==> src/rtl/led_mmio_if.sv <==
// Data-memory side bus between the core's load/store port and the LED peripheral.
interface led_mmio_if;
  logic [31:0] addr;
  logic        we;
  logic [3:0]  wstrb;
  logic [31:0] wdata;
  logic [31:0] rdata;
  logic        sel;

  modport master (output addr, we, wstrb, wdata, input  rdata, sel);
  modport slave  (input  addr, we, wstrb, wdata, output rdata, sel);
endinterface

==> src/rtl/led_mmio.sv <==
// Memory-mapped LED peripheral: static, blink and rotate modes paced by a
// programmable prescaler. Register file is 8 words at BASE_ADDR.
module led_mmio #(
  parameter int unsigned LED_W          = 18,
  parameter logic [31:0] BASE_ADDR      = 32'h1000_0000,
  parameter logic [31:0] DEFAULT_PERIOD = 32'd25_000_000
) (
  input  logic             clk,
  input  logic             rst,
  led_mmio_if.slave        bus,
  output logic [LED_W-1:0] led_out
);

  localparam logic [1:0] MODE_BLINK = 2'd1;
  localparam logic [1:0] MODE_ROT   = 2'd2;

  typedef enum logic [2:0] {
    OFF_DATA   = 3'd0,
    OFF_SET    = 3'd1,
    OFF_CLR    = 3'd2,
    OFF_CTRL   = 3'd3,
    OFF_PERIOD = 3'd4,
    OFF_STATUS = 3'd5,
    OFF_RSV6   = 3'd6,
    OFF_RSV7   = 3'd7
  } off_e;

  logic             hit, wr;
  off_e             off;
  logic [31:0]      bmask, wmasked;
  logic             wr_data, wr_set, wr_clr, wr_ctrl, wr_period;
  logic             restart, wrap;
  logic [31:0]      eff_m1;

  logic [LED_W-1:0] data_q, data_d, data_rot;
  logic [1:0]       ctrl_q;
  logic [31:0]      period_q, cnt_q;
  logic             phase_q, tick_q;

  // Byte-within-word address bits play no part in decode.
  logic unused_addr_lsb;
  assign unused_addr_lsb = ^bus.addr[1:0];

  assign hit     = (bus.addr[31:5] == BASE_ADDR[31:5]);
  assign off     = off_e'(bus.addr[4:2]);
  assign bus.sel = hit;
  assign wr      = bus.we & hit;

  assign wr_data   = wr && (off == OFF_DATA);
  assign wr_set    = wr && (off == OFF_SET);
  assign wr_clr    = wr && (off == OFF_CLR);
  assign wr_ctrl   = wr && (off == OFF_CTRL);
  assign wr_period = wr && (off == OFF_PERIOD);

  // Any CTRL/PERIOD store restarts the prescaler and blink phase.
  assign restart = wr_ctrl | wr_period;

  // PERIOD of 0 behaves as 1: terminal count is 0 in both cases.
  assign eff_m1 = (period_q == 32'd0) ? 32'd0 : period_q - 32'd1;
  assign wrap   = !restart && (cnt_q == eff_m1);

  // Expand byte strobes into a bit mask.
  always_comb begin
    bmask = '0;
    for (int i = 0; i < 4; i++) bmask[8*i +: 8] = {8{bus.wstrb[i]}};
  end
  assign wmasked = bus.wdata & bmask;

  generate
    if (LED_W == 1) begin : g_rot1
      assign data_rot = data_q;
    end else begin : g_rotn
      assign data_rot = {data_q[LED_W-2:0], data_q[LED_W-1]};
    end
  endgenerate

  // Next DATA: a software store beats the rotate step on the same edge.
  always_comb begin
    data_d = data_q;
    if (wr_data)
      data_d = (data_q & ~bmask[LED_W-1:0]) | wmasked[LED_W-1:0];
    else if (wr_set)
      data_d = data_q | wmasked[LED_W-1:0];
    else if (wr_clr)
      data_d = data_q & ~wmasked[LED_W-1:0];
    else if (wrap && (ctrl_q == MODE_ROT))
      data_d = data_rot;
  end

  // Software-visible registers.
  always_ff @(posedge clk or negedge rst) begin
    if (!rst) begin
      data_q   <= '0;
      ctrl_q   <= '0;
      period_q <= DEFAULT_PERIOD;
    end else begin
      data_q <= data_d;
      if (wr_ctrl && bus.wstrb[0]) ctrl_q <= bus.wdata[1:0];
      if (wr_period) period_q <= (period_q & ~bmask) | wmasked;
    end
  end

  // Prescaler: tick is the registered wrap pulse; phase only moves in blink.
  always_ff @(posedge clk or negedge rst) begin
    if (!rst) begin
      cnt_q   <= '0;
      phase_q <= 1'b0;
      tick_q  <= 1'b0;
    end else if (restart) begin
      cnt_q   <= '0;
      phase_q <= 1'b0;
      tick_q  <= 1'b0;
    end else if (wrap) begin
      cnt_q  <= '0;
      tick_q <= 1'b1;
      if (ctrl_q == MODE_BLINK) phase_q <= ~phase_q;
    end else begin
      cnt_q  <= cnt_q + 32'd1;
      tick_q <= 1'b0;
    end
  end

  // Load data mux; everything outside the window reads 0.
  always_comb begin
    bus.rdata = '0;
    if (hit) begin
      unique case (off)
        OFF_DATA:   bus.rdata = 32'(data_q);
        OFF_CTRL:   bus.rdata = {30'b0, ctrl_q};
        OFF_PERIOD: bus.rdata = period_q;
        OFF_STATUS: bus.rdata = {30'b0, phase_q, tick_q};
        default:    bus.rdata = '0;
      endcase
    end
  end

  assign led_out = ((ctrl_q == MODE_BLINK) && phase_q) ? '0 : data_q;

endmodule

==> src/flat_wrapper.sv <==
// flat-port wrapper written by rule: the top's interface ports become plain ports
module led_mmio_flat 
#(
  parameter int unsigned LED_W          = 18,
  parameter logic [31:0] BASE_ADDR      = 32'h1000_0000,
  parameter logic [31:0] DEFAULT_PERIOD = 32'd25_000_000
)
  (clk, rst, led_out, bus_addr, bus_we, bus_wstrb, bus_wdata, bus_rdata, bus_sel);
  led_mmio_if bus_i ();
  input  logic clk;
  input  logic rst;
  output logic [LED_W-1:0] led_out;
  input wire logic [$bits(bus_i.addr)-1:0] bus_addr;
  input wire logic [$bits(bus_i.we)-1:0] bus_we;
  input wire logic [$bits(bus_i.wstrb)-1:0] bus_wstrb;
  input wire logic [$bits(bus_i.wdata)-1:0] bus_wdata;
  output wire logic [$bits(bus_i.rdata)-1:0] bus_rdata;
  output wire logic [$bits(bus_i.sel)-1:0] bus_sel;
  assign bus_i.addr = bus_addr;
  assign bus_i.we = bus_we;
  assign bus_i.wstrb = bus_wstrb;
  assign bus_i.wdata = bus_wdata;
  assign bus_rdata = bus_i.rdata;
  assign bus_sel = bus_i.sel;
  led_mmio #(.LED_W(LED_W), .BASE_ADDR(BASE_ADDR), .DEFAULT_PERIOD(DEFAULT_PERIOD)) u_core (.clk(clk), .rst(rst), .bus(bus_i), .led_out(led_out));
endmodule
==> config.mk <==
export PLATFORM = sky130hd
export DESIGN_NAME = led_mmio_flat
export DESIGN_NICKNAME = d
export VERILOG_FILES = /design/src/rtl/led_mmio_if.sv /design/src/rtl/led_mmio.sv /design/src/flat_wrapper.sv
export SDC_FILE = /design/constraint.sdc
export NUM_CORES = 1
export LEC_CHECK = 0
export ABC_AREA = 1
export BUFFER_PORTS_ARGS = -buffer_cell sky130_fd_sc_hd__buf_2
export CORE_MARGIN = 4
export CORE_UTILIZATION = 50
export CTS_BUF_LIST = sky130_fd_sc_hd__clkbuf_4 sky130_fd_sc_hd__clkbuf_8 sky130_fd_sc_hd__clkbuf_16
export DETAILED_ROUTE_END_ITERATION = 7
export GPL_ROUTABILITY_DRIVEN = 0
export PLACE_DENSITY = 0.74
export SYNTH_ARGS = -nofsm -noshare
export SYNTH_HDL_FRONTEND = slang
export SYNTH_SLANG_ARGS = --single-unit
==> constraint.sdc <==
create_clock -name clk -period 2.9 [get_ports clk]
set_clock_uncertainty 0.2 [all_clocks]
set_input_delay 0.29 -clock clk [delete_from_list [all_inputs] [get_ports clk]]
set_output_delay 0.29 -clock clk [all_outputs]
set_load 0.01 [all_outputs]
==> impl_metrics.toml <==
[worst_setup_path]
crit_path_top_delay_cell = "dfrtp_1"
worst_setup_path_end_kind = "register"
cp_common_cell = "nand2_1"
reg2reg_depth = 17
cp_cell_sequence = "nor2_4 -> nand2_2 -> nor2_4 -> nand2_2 -> nor2_8 -> o21ai_0 -> nand2_1 -> nand2_1 -> nor2_1 -> nand2_1 -> nor3_2 -> buf_4 -> nand4_4 -> nand2_8 -> buf_6 -> nand3_2 -> nand2_1"
critPathMaxFanout = 5
criticalPathCategory = "reg -> reg"
start_kind = "register"
critPathMaxStageDelay_ps = 490
required_ps = 2990
arrival_ps = 3090
r2r_slack_ps = -100

[synthesis]
netlist_area_um2 = 7270
synth_area_leaders = "dfrtp_1, nand2_1, inv_1"
async_reset_ff_frac = 1.00
yosysWarnings = 0
synth_cell_type_count = 44
ys_seq_area_frac = 0.298
synth_top_area_share = 0.255
synth_edf_count = 0
synthCells = 1127
synthFlopType = "dfrtp_1"
synth.avg_cell_area_um2 = 6.45
synth_top_area_cell = "dfrtp_1"
ys_seq_elements = 86
postSynthNetCount = 1201

[cells_and_area]
finalNetCount = 1417
drive_gt1_frac = 0.283
diodes = 0
stdcell_count = 1528
syn_to_final_growth_pct = 31.8
final_cell_mix = "nand2_1, inv_1, buf_2"
final_util = 0.683
layout.cells.most_common = "nand2_1"
final_area_um2 = 9590

[pwr]
p_sw_frac = 0.230
ir_worst_vdd_v = 0.000265
combPwrFrac = 0.065
p_int_mw = 1.98
seqPwrFrac = 0.467
power_frac_clock = 0.467
p_per_area_nw_per_um2 = 268
finalPower_mw = 2.57
p_sw_mw = 0.589
p_leak_nw = 5.25

[floorplan]
floorplan.rows = 43
die_y_um = 129
io-pin-count = 122
initial_utilization = 0.518
fp.dieW_um = 129
die_area_um2 = 16500
design.core.area_um2 = 14000

[timing]
fin_ws_ps = -103
final_max_slew_viol_count = 0
finalCriticalPeriod_ps = 3000
finalCritPeriodShare = 1.04
finalSetupViolCount = 40
maxSlewHeadroom = 0.550
rsz0062_at_grt = "true"
max_freq_mhz = 333
setup_tns_ps = -1750
worst_pin_slew_ps = 671
hold_slack_ps = 18.0
hold_violations = 0

[global_route]
antenna_found_initial = 0
gr-usage-all-layers = 0.299
grt_pass1_vias = 8243
grt_pass1_wl_um = 40100
gr-total-overflow = 0
grt_max_degree = 47

[route]
vias = 8710
drcViolationCount = 0
drt-initial-drc-count = 837
antenna_left = 0
wl_per_cell_um = 16.8
dr.pass1.iters = 7
vias_per_cell = 5.70
drt_wl_total_um = 25700

[clock_network]
clock_path_buffers = 2
clkTransAtPathRegs_ps = 70
cts_tree = "done"
cts.sinks = 86
insertion_delay_ps = 340
clockRootBuffer = "clkbuf_16"
htree_levels = 3
cts_buffers = 9

[worst_hold_path]
worstHoldStart = "bus_wdata[27]"
hold_path_depth = 2
hold_class = "in -> reg"

[run_status]
outcome = "finished with violations"
failed_checks = "setup timing"

[placement]
dp_hpwl_um = 18200
portBuffers = 119
dpl_cell_area_um2 = 8530
placedCellCount = 1470
dpl_worst_slack_ps = -95.3

[flow_run]
cap_violations = 0
## power groups by stage
stage          clock network [mW]  logic, mW  registers (mW)
6_report                     1.20      0.168            1.20
5_1_grt                      1.25      0.185            1.20
4_1_cts                      1.21      0.164            1.20
3_5_place_dp                    0      0.141            1.22
3_3_place_gp                    0      0.138            1.22
2_1_floorplan                   0     0.0384            1.22
## kinds of logic (layout without fill, tap and decap cells)
group	Yosys count	after routing	synth area share
AO/OA/AOI/OAI	102	102	0.0817
XOR/XNOR	24	24	0.0289
adder cells (fa/ha/maj)	3	3	0.00516
buffers and inverters	194	412	0.108
flip-flops	86	86	0.298
multiplexers	30	30	0.0464
AND/OR/NAND/NOR	688	691	0.432
## worst max-delay path: cells and delay by family (launching register included)
| kind | cells | cell delay (ps) |
|---|---|---|
| and+or+nand+nor | 14 | 1810 |
| buffers and inverters | 2 | 310 |
| AOI/OAI and AO/OA | 1 | 130 |
| DFF | 1 | 490 |
## area by class of cell
cell class / count / area [um^2]
flip-flops and latches: 86 / 2170
well taps: 180 / 225
fillers: 1251 / 4450
repair buffers: 233 / 1580
clock inverters: 4 / 48.8
clock buffers: 12 / 254
multi-input cells: 850 / 4690
inverters: 163 / 614
## what timing repair did
item | CTS | global route
pin swaps | 10 | 38
buffers inserted | 2 | 14
setup endpoints to repair | 41 | 51
hold buffers | 21 | 0
endpoints found under the hold margin | 54 | 0
gates cloned | 2 | 3
resized for setup | 29 | 63
## synthesized netlist by cell type (2+ instances only)
cell / instances
a21oi_1: 23
and3_1: 3
buf_1: 2
buf_2: 3
buf_4: 3
buf_6: 2
clkbuf_1: 19
clkinv_1: 2
dfrtp_1: 74
dfstp_2: 12
ha_1: 3
inv_1: 158
inv_2: 3
mux2_2: 30
nand2_1: 323
nand2_2: 10
nand2_4: 2
nand3_1: 101
nand3b_1: 10
nand4_1: 61
nor2_1: 113
nor2_2: 8
nor2_4: 7
nor3_1: 27
nor4_1: 11
o211ai_1: 17
o21ai_0: 37
o21ai_1: 9
o21bai_1: 3
o31ai_1: 11
or2_2: 4
or4_1: 2
xor2_1: 23
## layer usage
metal,vias to the layer above,share of wire,global-route usage
li1,4132,-,-
met1,4003,0.40,0.391
met2,478,0.47,0.496
met3,97,0.082,0.0540
met4,0,0.040,0.116
met5,-,0,0
## worst max-delay path by stage
stage	from	end	slack (ps)
2_1_floorplan	register	register	270
3_3_place_gp	register	register	-70
3_5_place_dp	register	register	-100
4_1_cts	register	register	3
5_1_grt	register	register	-250
6_report	register	register	-100
No activity file was read; power rests on OpenSTA's default activity.
